File: config.mk
export PLATFORM = sky130hd
export DESIGN_NAME = sd_card_cmd_responder
export DESIGN_NICKNAME = d
export VERILOG_FILES = /design/src/rtl/sd_card_cmd_responder.sv
export SDC_FILE = /design/constraint.sdc
export NUM_CORES = 1
export LEC_CHECK = 0
export CAP_MARGIN = 5
export CORE_MARGIN = 3
export CORE_UTILIZATION = 60
export DETAILED_ROUTE_END_ITERATION = 8
export GPL_ROUTABILITY_DRIVEN = 0
export PLACE_DENSITY = 0.88
export SYNTH_ARGS = -nofsm -noshare
export SYNTH_HDL_FRONTEND = slang
export SYNTH_SLANG_ARGS = --single-unit
File: constraint.sdc
create_clock -name iClock_SD -period 6.8 [get_ports iClock_SD]
set_input_delay 1.7 -clock iClock_SD [delete_from_list [all_inputs] [get_ports iClock_SD]]
set_output_delay 1.7 -clock iClock_SD [all_outputs]
set_load 0.005 [all_outputs]
File: src/rtl/sd_card_cmd_responder.sv
// Card-side SD CMD line responder: receives a 48-bit host command,
// validates framing and CRC7, waits for card logic, then returns a
// 48-bit response after the Ncr gap.
//
// state        | meaning
// -------------+-----------------------------------------------------
// ST_IDLE      | line released, watching for a start bit
// ST_RECEIVE   | shifting in command bits 46..0
// ST_CHECK     | one cycle: validate frame, publish or reject
// ST_WAIT_RESP | waiting for card logic, counting the Ncr gap/timeout
// ST_SEND      | driving the 48-bit response, bit47 first
module sd_card_cmd_responder #(
    parameter int NCR_MIN      = 2,
    parameter int RESP_TIMEOUT = 64,
    parameter int CRC_GEN      = 1
) (
    input  logic        iClock_SD,
    input  logic        iReset,
    input  logic        iCmd_in,
    input  logic        iIdle_in,
    input  logic [47:0] iResponse,
    input  logic        iResponse_load,
    input  logic        iNo_response,
    output logic        oCmd_out,
    output logic        oCmd_oe,
    output logic [47:0] oCommand,
    output logic        oCommand_strobe,
    output logic        oCrc_error,
    output logic        oResp_timeout,
    output logic        oResp_done,
    output logic        oBusy
);

    typedef enum logic [2:0] {
        ST_IDLE,
        ST_RECEIVE,
        ST_CHECK,
        ST_WAIT_RESP,
        ST_SEND
    } state_t;

    localparam logic [15:0] LP_NCR_MIN = 16'(NCR_MIN);
    localparam logic [15:0] LP_TIMEOUT = 16'(RESP_TIMEOUT);

    // CRC7, polynomial x^7 + x^3 + 1, zero initial value, MSB first.
    function automatic logic [6:0] f_crc7(input logic [39:0] d);
        logic [6:0] c;
        logic       fb;
        c = '0;
        for (int i = 39; i >= 0; i--) begin
            fb = d[i] ^ c[6];
            c  = {c[5:0], 1'b0};
            if (fb) c = c ^ 7'h09;
        end
        return c;
    endfunction

    state_t      r_state,     w_state;
    logic [47:0] r_rx,        w_rx;
    logic [5:0]  r_bit_cnt,   w_bit_cnt;
    logic [15:0] r_wait_cnt,  w_wait_cnt;
    logic [47:0] r_tx,        w_tx;
    logic        r_tx_valid,  w_tx_valid;
    logic        r_cmd_out,   w_cmd_out;
    logic        r_cmd_oe,    w_cmd_oe;
    logic [47:0] r_command,   w_command;
    logic        r_strobe,    w_strobe;
    logic        r_crc_err,   w_crc_err;
    logic        r_timeout,   w_timeout;
    logic        r_done,      w_done;
    logic        r_busy,      w_busy;

    logic        w_frame_ok;
    logic [47:0] w_resp_word;

    // Frame checks and the response word as it will be latched.
    always_comb begin
        w_frame_ok  = r_rx[46] && r_rx[0] && (r_rx[7:1] == f_crc7(r_rx[47:8]));
        w_resp_word = (CRC_GEN != 0) ? {iResponse[47:8], f_crc7(iResponse[47:8]), 1'b1}
                                     : iResponse;
    end

    // Next-state and next-output logic.
    always_comb begin
        w_state    = r_state;
        w_rx       = r_rx;
        w_bit_cnt  = r_bit_cnt;
        w_wait_cnt = r_wait_cnt;
        w_tx       = r_tx;
        w_tx_valid = r_tx_valid;
        w_cmd_out  = r_cmd_out;
        w_cmd_oe   = r_cmd_oe;
        w_command  = r_command;
        w_strobe   = 1'b0;
        w_crc_err  = 1'b0;
        w_timeout  = 1'b0;
        w_done     = 1'b0;

        if (iIdle_in) begin
            w_state    = ST_IDLE;
            w_cmd_oe   = 1'b0;
            w_cmd_out  = 1'b1;
            w_tx_valid = 1'b0;
        end else begin
            case (r_state)
                ST_IDLE: begin
                    w_cmd_oe   = 1'b0;
                    w_cmd_out  = 1'b1;
                    w_tx_valid = 1'b0;
                    if (!iCmd_in) begin
                        w_rx      = {r_rx[46:0], iCmd_in};
                        w_bit_cnt = 6'd46;
                        w_state   = ST_RECEIVE;
                    end
                end
                ST_RECEIVE: begin
                    w_rx = {r_rx[46:0], iCmd_in};
                    if (r_bit_cnt == 6'd0) begin
                        w_state = ST_CHECK;
                    end else begin
                        w_bit_cnt = r_bit_cnt - 6'd1;
                    end
                end
                ST_CHECK: begin
                    if (w_frame_ok) begin
                        w_command  = r_rx;
                        w_strobe   = 1'b1;
                        w_wait_cnt = 16'd1;
                        w_tx_valid = 1'b0;
                        w_state    = ST_WAIT_RESP;
                    end else begin
                        w_crc_err = 1'b1;
                        w_state   = ST_IDLE;
                    end
                end
                ST_WAIT_RESP: begin
                    w_wait_cnt = r_wait_cnt + 16'd1;
                    if (iNo_response) begin
                        w_tx_valid = 1'b0;
                        w_state    = ST_IDLE;
                    end else if (r_tx_valid && (r_wait_cnt >= LP_NCR_MIN)) begin
                        // First response bit goes out on this edge.
                        w_cmd_oe  = 1'b1;
                        w_cmd_out = r_tx[47];
                        w_tx      = {r_tx[46:0], 1'b1};
                        w_bit_cnt = 6'd47;
                        w_state   = ST_SEND;
                    end else if (iResponse_load) begin
                        w_tx       = w_resp_word;
                        w_tx_valid = 1'b1;
                    end else if (!r_tx_valid && (r_wait_cnt == LP_TIMEOUT)) begin
                        w_timeout = 1'b1;
                        w_state   = ST_IDLE;
                    end
                end
                ST_SEND: begin
                    if (r_bit_cnt == 6'd0) begin
                        w_cmd_oe   = 1'b0;
                        w_cmd_out  = 1'b1;
                        w_done     = 1'b1;
                        w_tx_valid = 1'b0;
                        w_state    = ST_IDLE;
                    end else begin
                        w_cmd_out = r_tx[47];
                        w_tx      = {r_tx[46:0], 1'b1};
                        w_bit_cnt = r_bit_cnt - 6'd1;
                    end
                end
                default: begin
                    w_state   = ST_IDLE;
                    w_cmd_oe  = 1'b0;
                    w_cmd_out = 1'b1;
                end
            endcase
        end

        w_busy = (w_state != ST_IDLE);
    end

    // State and registered-output update with synchronous reset.
    always_ff @(posedge iClock_SD) begin
        if (iReset) begin
            r_state    <= ST_IDLE;
            r_rx       <= '0;
            r_bit_cnt  <= '0;
            r_wait_cnt <= '0;
            r_tx       <= '0;
            r_tx_valid <= 1'b0;
            r_cmd_out  <= 1'b1;
            r_cmd_oe   <= 1'b0;
            r_command  <= '0;
            r_strobe   <= 1'b0;
            r_crc_err  <= 1'b0;
            r_timeout  <= 1'b0;
            r_done     <= 1'b0;
            r_busy     <= 1'b0;
        end else begin
            r_state    <= w_state;
            r_rx       <= w_rx;
            r_bit_cnt  <= w_bit_cnt;
            r_wait_cnt <= w_wait_cnt;
            r_tx       <= w_tx;
            r_tx_valid <= w_tx_valid;
            r_cmd_out  <= w_cmd_out;
            r_cmd_oe   <= w_cmd_oe;
            r_command  <= w_command;
            r_strobe   <= w_strobe;
            r_crc_err  <= w_crc_err;
            r_timeout  <= w_timeout;
            r_done     <= w_done;
            r_busy     <= w_busy;
        end
    end

    assign oCmd_out        = r_cmd_out;
    assign oCmd_oe         = r_cmd_oe;
    assign oCommand        = r_command;
    assign oCommand_strobe = r_strobe;
    assign oCrc_error      = r_crc_err;
    assign oResp_timeout   = r_timeout;
    assign oResp_done      = r_done;
    assign oBusy           = r_busy;

endmodule

==> results by group, run 1 <==
GRT
  – Initial antenna violation count: 0
  – GR Layer Usage met3: 5.13%
  – Largest net degree at the start of global routing: 65
  – Global-route wire length before repair: 31900 um
  – Vias in the first global route: 6620
  – Grt met1 use: 32.2%
  – Total congestion overflow: 0
  – GR Layer Usage met2: 38.8%
  – Busiest layer in global routing: met2
  – GRT Overall Usage: 24.0%

Setup path
  – Critical Path End: r_tx[6]$_SDFFE_PP0P_
  – Critical Path, Cell by Cell: clkdlybuf4s50_1 > xnor2_1 > xnor3_1 > xnor2_1 > xnor3_1 > xnor2_1 > xnor2_1 > xnor2_1 > o21ai_0 > mux2i_1 > nor2_1
  – Startpoint type of the worst setup path: primary input
  – Critical Path Sink Type: flop
  – Crit-path max FO: 3
  – R2R setup slack: 2.59 ns
  – Buf/Inv on CP: 1
  – Crit path launch: iResponse[44]
  – Worst Path Arrival: 4.67 ns
  – Most used cell, CP: xnor2_1
  – CP peak stage delay: 0.52 ns
  – Critical path type: in -> reg
  – Crit-path leading delay family: XOR/XNOR gates
  – Worst reg2reg startpoint: r_rx[42]$_SDFFE_PP0P_
  – Required time of the critical path: 7.09 ns
  – Crit path depth: 11
  – Crit-path slowest cell: xnor3_1
  – R2R cell count: 11
  – Worst r2r dst: r_wait_cnt[3]$_SDFFE_PP0P_

Clock network
  – TritonCTS buffer count: 17
  – Hold buffers post-CTS: 0
  – Clock Sink Count: 177
  – Clk root buf: clkbuf_16
  – Worst-path clk slew: 0.06 ns
  – Post-CTS Setup Inserts: 0
  – CTS max path bufs: 2
  – Clk Latency, worst-skew pair: 0.43 ns
  – Post-CTS sizing: 0
  – H-tree depth: 4
  – TritonCTS clock tree: yes

Floorplanning
  – Chip Height: 126 um
  – Core area: 14000 um^2
  – Ports: 109
  – Die Width: 126 um
  – Initial Util: 61.8%
  – Die area: 15900 um^2
  – Row count: 43

Yosys
  – Synth Cell Area: 8650 um^2
  – Post-Synth Adder-Cell Area: 0.723%
  – Xor and xnor fraction of the mapped netlist area: 18.5%
  – Multiplexer share of the synthesized area: 1.74%
  – Post-Synth Simple-Gate Area: 17.8%
  – #FFs+latches synth: 177
  – Synth Warn #: 0
  – Number of enable flip-flop cells after synthesis: 0
  – Mapped Cells: 972
  – Sequential area share after synthesis: 41.0%
  – Post-synth top flop: dfxtp_1
  – Combinational family with the most area after synthesis: XOR/XNOR gates
  – Synth async-reset ratio: 0%
  – Synth Area in Compound Gates: 16.2%
  – Syn Nets: 1031
  – Synth Area per Inst: 8.90 um^2
  – Synth cell types: 56

Route
  – Average wire per standard cell: 15.6 um
  – Post-route ant nets: 0
  – DRT Pass-1 Iters: 5
  – # DRC: 0
  – Starting DRC count in detailed routing: 572
  – WL final: 19200 um
  – Vias: 7094
  – DR vias/cell: 5.78

Final layout
  – Inserted Diodes: 0
  – Area grow syn2layout: 18.5%
  – Most frequent cells in the layout: nand2_1, dfxtp_1, clkdlybuf4s50_1, nor2_1, xnor2_1
  – Post-layout util: 73.3%
  – Most common cell after layout, fill and taps aside: nand2_1
  – Non-Filler Instances: 1228
  – Share of layout cells above drive strength 1: 5.25%
  – Nets: 1094

STA
  – Clock skew: 0.0108 ns
  – Slew headroom: 39.5%
  – Max Freq: 228 MHz
  – Slew @ Worst Pin: 0.904 ns
  – Period utilization: 64.4%
  – Crit path time final: 4.38 ns
  – Final Hold Fails: 0
  – Min Hold Slack: 0.473 ns
  – Unrepaired setup endpoints after global routing: false
  – Slew Limit Fails: 0
  – Fin Setup TNS: 0 ns
  – Final setup vio count: 0

Power and ir drop
  – LEAKAGE: 0.00368 uW
  – Sw frac: 27.8%
  – PwrDens: 249 nW/um^2
  – P_int: 1840 uW
  – Design Power: 2550 uW
  – Clock share of power: 37.6%
  – P_sw: 707 uW
  – VDD IR max: 0.214 mV
  – Seq pwr share: 41.0%
  – Logic pwr share: 21.4%

Place
  – Hpwl dp: 12900 um
  – Inst Count DP: 1196
  – IO buf count: 100

Outcome
  – Status: finished clean

Hold path
  – Worst hold start: r_tx[0]$_SDFFE_PP0P_
  – Worst Hold Class: reg -> reg

Flow run
  – Max cap viols: 0
-- worst min path at each step --
stage,end,cells past startpoint
6_report,r_tx[0]$_SDFFE_PP0P_,2
5_1_grt,r_tx[30]$_SDFFE_PP0P_,2
4_1_cts,r_tx[0]$_SDFFE_PP0P_,2
3_5_place_dp,r_tx[0]$_SDFFE_PP0P_,2
3_3_place_gp,oCommand[46]$_SDFFE_PP0P_,1
2_1_floorplan,r_tx[0]$_SDFFE_PP0P_,2
-- final cells by class --
type / count / area (um^2)
clock buffers: 19 / 453
clock inverters: 13 / 125
fillers: 981 / 3740
inverters: 16 / 60.1
multi-input cells: 715 / 4780
flip-flops and latches: 177 / 3540
well taps: 180 / 225
repair buffers: 108 / 1060
-- synth_stat cells (2+ instances only) --
cell type / count / area (um^2)
clkbuf_1: 49 / 184
a22o_1: 41 / 359
buf_1: 3 / 11.3
buf_6: 5 / 56.3
or3_1: 2 / 12.5
a221oi_1: 2 / 17.5
o21ai_0: 13 / 65.1
nor4b_1: 2 / 17.5
xor2_1: 25 / 219
and2_1: 3 / 18.8
a2111oi_0: 4 / 35.0
xor3_1: 4 / 95.1
nand3_1: 10 / 50.1
buf_4: 4 / 30.0
nor3_1: 11 / 55.1
dfxtp_1: 177 / 3540
a211oi_1: 8 / 60.1
nor2_1: 84 / 315
nand4_1: 5 / 31.3
o2111ai_1: 5 / 43.8
mux2i_1: 15 / 150
nor2b_1: 8 / 50.1
xnor3_1: 21 / 473
xnor2_2: 2 / 32.5
a311oi_1: 43 / 377
xnor2_1: 78 / 683
o211ai_1: 2 / 15.0
xnor3_2: 4 / 95.1
nand2_1: 213 / 800
a31oi_1: 2 / 12.5
a21oi_1: 62 / 310
inv_1: 16 / 60.1
nand2b_1: 6 / 37.5
nor4_1: 8 / 50.1
and3_1: 8 / 50.1
ha_1: 5 / 62.6
buf_2: 3 / 15.0
-- cells by family after synthesis --
group	Yosys count
and+or+nand+nor	366
adders and majority gates	5
DFF	177
AOI/OAI and AO/OA	195
buffers and inverters	80
muxes	15
xor gates and xnor gates	134
-- per-layer routing --
layer  up-vias  wire, um
met2       225      9260
met5         -         0
met4         0       375
li1       3491         -
met1      3352      8420
met3        26      1130
-- tightest hold or removal path: cells and delay by family, from the launching register on --
family           cells  cell delay, ns
DFF                  1            0.33
and+or+nand+nor      2            0.12
-- metrics by stage --
step,setup slack (ns),cell area (um^2)
after floorplan,2.87,8650
after global placement,2.09,9670
after detailed placement,1.97,9670
after CTS,2.40,10200
after global routing,2.24,10200
final,2.42,10200
-- flip-flops by register name, indices dropped and copies added (netlist names) --
name,count
oCommand,48
r_rx,48
r_tx,48
r_wait_cnt,16
r_bit_cnt,6
r_state,3
oBusy,1
oCmd_oe,1
oCmd_out,1
oCommand_strobe,1
oCrc_error,1
oResp_done,1
oResp_timeout,1
r_tx_valid,1
-- power groups by stage --
stage               sequential [uW]  combinational, uW  clock [uW]
finish                         1040                546         957
global route                   1040                590        1010
CTS                            1040                548         968
detailed placement             1070                545           0
global placement               1070                526           0
floorplan                      1070                435           0
(Power assumes the default switching activity.)
==> run 2, diff against run 1 <==
- CORE_UTILIZATION: 60 -> 50
- PLACE_DENSITY: 0.88 -> 0.79
- clock period: 6.8 -> 3.6 ns (I/O delays scaled with it)
==> run 2 against run 1 <==
Compared with the run above:
- cell area rose by 5.2%
- die area rose by 19%
- sequential power rose by 89%
- global-route usage fell by 2.6 points
- via count rose by 1.8%
- utilization fell by 8.9 points
- setup slack got worse by 2.3 ns
- critical endpoint is now oCommand[5]$_SDFFE_PP0P_
- highest routed layer unchanged
==> results by group, run 2 (synthesis results as in run 1) <==
Floorplanning
  – Die Width: 138 um
  – Die area: 18900 um^2
  – Row count: 47
  – Chip Height: 138 um
  – Initial Util: 51.6%
  – Core area: 16800 um^2
  – Ports: 109

Setup path
  – Startpoint type of the worst setup path: flop
  – Crit-path slowest cell: xor3_1
  – CP peak stage delay: 0.42 ns
  – R2R setup slack: 0.12 ns
  – Most used cell, CP: xnor3_2
  – Critical Path Sink Type: flop
  – Critical Path, Cell by Cell: xor3_1 > xnor3_2 > xnor3_2 > xnor3_2 > or3_1 > a211oi_1 > or2_4 > and3_1 > and3_4 > clkbuf_16 > a22o_1
  – Crit-path max FO: 21
  – Worst Path Arrival: 3.85 ns
  – Required time of the critical path: 3.97 ns
  – Critical path type: reg -> reg

STA
  – Max Freq: 287 MHz
  – Slew @ Worst Pin: 1.10 ns
  – Slew Limit Fails: 0
  – Clock skew: 0.00882 ns
  – Final Hold Fails: 0
  – PnR worst setup slack: 0.121 ns
  – Period utilization: 96.6%
  – Final setup vio count: 0
  – Crit path time final: 3.48 ns
  – Slew headroom: 26.8%

Final layout
  – # fillers: 1367
  – FF/Latch Area: 3550 um^2
  – Nets: 1139
  – Share of layout cells above drive strength 1: 10.4%
  – Final instance area: 10800 um^2
  – Area taken by multi-input logic gates: 4860 um^2
  – Area grow syn2layout: 24.7%
  – Most common cell after layout, fill and taps aside: nand2_1
  – Inserted Diodes: 0
  – Non-Filler Instances: 1311
  – Most frequent cells in the layout: nand2_1, dfxtp_1, clkdlybuf4s50_1, nor2_1, xnor2_1

Place
  – Post-Place Worst Slack: -0.252 ns
  – Dpl cell area: 10100 um^2
  – IO buf count: 100
  – Inst Count DP: 1276
  – Hpwl dp: 13400 um

GRT
  – Total congestion overflow: 0
  – Largest net degree at the start of global routing: 63
  – Busiest layer in global routing: met2
  – Vias in the first global route: 6734
  – GR Layer Usage met2: 34.8%
  – Grt met1 use: 29.1%
  – Global-route wire length before repair: 32800 um
  – Initial antenna violation count: 0
  – GR Layer Usage met3: 4.82%
  – GRT Overall Usage: 21.4%

Route
  – WL final: 20200 um
  – Post-route ant nets: 0
  – Starting DRC count in detailed routing: 399
  – DRT Pass-1 Iters: 5
  – DR vias/cell: 5.51
  – # DRC: 0
  – Average wire per standard cell: 15.4 um
  – Vias: 7222

Clock network
  – TritonCTS clock tree: yes
  – Clk root buf: clkbuf_16
  – TritonCTS buffer count: 17
  – Hold buffers post-CTS: 0
  – Clk Latency, worst-skew pair: 0.43 ns
  – Clock Sink Count: 177
  – CTS max path bufs: 2
  – H-tree depth: 4
  – Worst-path clk slew: 0.07 ns

Power and ir drop
  – LEAKAGE: 0.00393 uW
  – Design Power: 4970 uW
  – PwrDens: 460 nW/um^2
  – VDD IR max: 0.401 mV

Flow run
  – Max cap viols: 0

Outcome
  – Status: finished clean

Hold path
  – Worst Hold Class: reg -> reg
-- run 2: what timing repair did --
| item | 4_1_cts | 5_1_grt |
|---|---|---|
| pin swaps | 0 | 2 |
| buffers inserted | 0 | 4 |
| cloned | 0 | 1 |
| gates resized for setup | 3 | 15 |
| setup endpoints to repair | 26 | 59 |
-- run 2: layer usage --
layer  wire length [um]  part of all wire [%]
met3               1030                   5.1
met1               9030                    45
met5                  0                     0
met2               9860                    49
met4                235                   1.2
-- run 2: worst paths after layout --
path                                                start                   endpoint  depth (start not counted)
worst max-delay path                r_rx[28]$_SDFFE_PP0P_   oCommand[5]$_SDFFE_PP0P_                         11
worst min-delay path            oCommand[46]$_SDFFE_PP0P_  oCommand[46]$_SDFFE_PP0P_                          1
worst max register to register      r_rx[28]$_SDFFE_PP0P_   oCommand[5]$_SDFFE_PP0P_                         11
worst min register to register  oCommand[46]$_SDFFE_PP0P_  oCommand[46]$_SDFFE_PP0P_                          1
-- run 2: critical path: cells and delay by family (launching register included) --
kind / cells / cell delay (ns)
AOI/OAI and AO/OA: 2 / 0.34
xor gates and xnor gates: 4 / 1.52
buffers and inverters: 1 / 0.20
DFF: 1 / 0.36
and+or+nand+nor: 4 / 0.99
-- run 2: cell type report --
class                      count  area share (%)
sequential                   177            32.9
clock buffer                  18            3.98
timing repair buffer         153            13.7
multi-input combinational    715            45.1
tap                          220            2.55
clock inverter                12            1.25
inverter                      16           0.557
-- run 2: stage by stage --
step	hold slack [ns]	setup TNS (ns)	util (%)
detailed placement	0.448	-1.10	60.2
global placement	0.439	-0.752	60.2
finish	0.466	0	64.3
floorplan	0.440	0	-
global route	0.490	-0.0991	64.3
CTS	0.465	0	63.6
-- run 2: power by group --
part,internal (uW),switching (uW)
clock network,1020,780
registers,1960,7.58
logic,665,529
==> run 3, diff against run 2 <==
- CORE_UTILIZATION: 50 -> 58
- DONT_BUFFER_PORTS: not set -> 1
==> run 3 against run 2 <==
Compared with the run above:
- fmax fell by 0.25%
- combinational power fell by 20%
- register-to-register slack barely moved
- cell area fell by 11%
- critical path depth did not move
- largest cell class unchanged
==> results by group, run 3 (synthesis results as in run 1) <==
Clock network
  – Clk root buf: clkbuf_16
  – TritonCTS clock tree: yes
  – Worst-path clk slew: 0.07 ns
  – Clock Sink Count: 177
  – H-tree depth: 4
  – CTS max path bufs: 2
  – Clk Latency, worst-skew pair: 0.42 ns
  – TritonCTS buffer count: 17
  – Hold buffers post-CTS: 0

Final layout
  – Area taken by multi-input logic gates: 4880 um^2
  – Most common cell after layout, fill and taps aside: nand2_1
  – Nets: 1018
  – Inserted Diodes: 0
  – FF/Latch Area: 3540 um^2
  – Non-Filler Instances: 1151
  – Area grow syn2layout: 10.6%
  – Most frequent cells in the layout: nand2_1, dfxtp_1, nor2_1, xnor2_1, a21oi_1
  – # fillers: 1091
  – Post-layout util: 67.4%
  – Share of layout cells above drive strength 1: 8.86%

Place
  – IO buf count: 0
  – Inst Count DP: 1116
  – Hpwl dp: 12400 um
  – Post-Place Worst Slack: 0.00816 ns

Floorplanning
  – Initial Util: 60.9%
  – Row count: 43
  – Core area: 14200 um^2
  – Die Width: 128 um
  – Chip Height: 128 um
  – Die area: 16400 um^2
  – Ports: 109

Power and ir drop
  – LEAKAGE: 0.00345 uW
  – VDD IR max: 0.719 mV
  – PwrDens: 483 nW/um^2

Route
  – Average wire per standard cell: 16.3 um
  – Post-route ant nets: 0
  – WL final: 18800 um
  – Starting DRC count in detailed routing: 479
  – # DRC: 0
  – DR vias/cell: 5.89
  – Vias: 6775
  – DRT Pass-1 Iters: 4

GRT
  – Vias in the first global route: 6177
  – Initial antenna violation count: 0
  – GRT Overall Usage: 22.4%
  – Total congestion overflow: 0
  – Global-route wire length before repair: 30200 um
  – Largest net degree at the start of global routing: 120

STA
  – Period utilization: 96.9%
  – Max Freq: 287 MHz
  – Slew headroom: 35.7%
  – Slew Limit Fails: 0
  – Final Hold Fails: 0
  – Slew @ Worst Pin: 0.965 ns
  – Final setup vio count: 0
  – Crit path time final: 3.49 ns
  – Clock skew: 0.00801 ns
  – Min Hold Slack: 0.476 ns
  – Fin Setup TNS: 0 ns
  – PnR worst setup slack: 0.112 ns

Hold path
  – Worst Hold Class: reg -> reg
  – Hold path depth: 2

Setup path
  – Crit-path slowest cell: xnor3_2
  – Critical path type: reg -> reg
  – CP peak stage delay: 0.46 ns
  – Required time of the critical path: 3.90 ns
  – Crit-path leading delay family: XOR/XNOR gates
  – Most used cell, CP: xnor3_2
  – Crit path depth: 11
  – Crit-path max FO: 5
  – Worst Path Arrival: 3.78 ns
  – R2R cell count: 11
  – Buf/Inv on CP: 1
  – Startpoint type of the worst setup path: flop
  – Critical Path, Cell by Cell: xnor3_2 > xnor2_2 > xnor3_2 > xnor3_2 > xor3_1 > o211a_1 > or2_4 > and3_1 > buf_4 > a221oi_2 > a31oi_1
  – Critical Path Sink Type: flop

Flow run
  – Max cap viols: 0

Outcome
  – Status: finished clean
==> run 3: cell type report <==
class / count / area share (%)
well taps: 180 / 2.35
clock buffers: 23 / 4.79
flip-flops and latches: 177 / 37.0
repair buffers: 32 / 3.35
multi-input cells: 715 / 51.0
clock inverters: 8 / 0.863
inverters: 16 / 0.628
==> run 3: worst paths after layout <==
check | from | endpoint | slack [ns]
hold reg to reg | r_tx[7]$_SDFFE_PP0P_ | r_tx[8]$_SDFFE_PP0P_ | 0.48
setup / recovery | r_rx[38]$_SDFFE_PP0P_ | oBusy$_SDFF_PP0_ | 0.11
hold / removal | r_tx[7]$_SDFFE_PP0P_ | r_tx[8]$_SDFFE_PP0P_ | 0.48
setup reg to reg | r_rx[38]$_SDFFE_PP0P_ | oBusy$_SDFF_PP0_ | 0.11
==> run 3: power by group <==
group	switching, uW	internal, uW	total, uW	leakage (uW)
clock	732	969	1700	0.000250
combinational	478	471	949	0.00178
sequential	7.90	1970	1970	0.00143
total	1220	3410	4620	0.00345
==> run 3: repair_timing <==
action                                  CTS  global route
gates resized for setup                   1            14
setup buffers                             0             3
endpoints found under the setup margin    1            59
pin swaps                                 0             3
gates cloned                              0             1
==> run 3: tightest hold or removal path, delay by kind of cell (launching register included) <==
kind | cells | cell delay [ns]
flip-flops | 1 | 0.31
AO/OA/AOI/OAI | 1 | 0.08
AND/OR/NAND/NOR | 1 | 0.05
==> run 3: per-layer routing <==
| layer | part of all wire [%] | track usage [%] | vias to the layer above |
|---|---|---|---|
| li1 | - | - | 3333 |
| met1 | 43 | 29.9 | 3205 |
| met2 | 48 | 35.2 | 214 |
| met3 | 7.1 | 6.83 | 23 |
| met4 | 1.9 | 6.80 | 0 |
| met5 | 0 | 0 | - |
==> run 3: per-stage QoR <==
| step | instance area (um^2) | power, uW |
|---|---|---|
| 2_1_floorplan | 8650 | 2840 |
| 3_3_place_gp | 8900 | 2940 |
| 3_5_place_dp | 8900 | 2960 |
| 4_1_cts | 9450 | 4650 |
| 5_1_grt | 9570 | 4840 |
| 6_report | 9570 | 4620 |
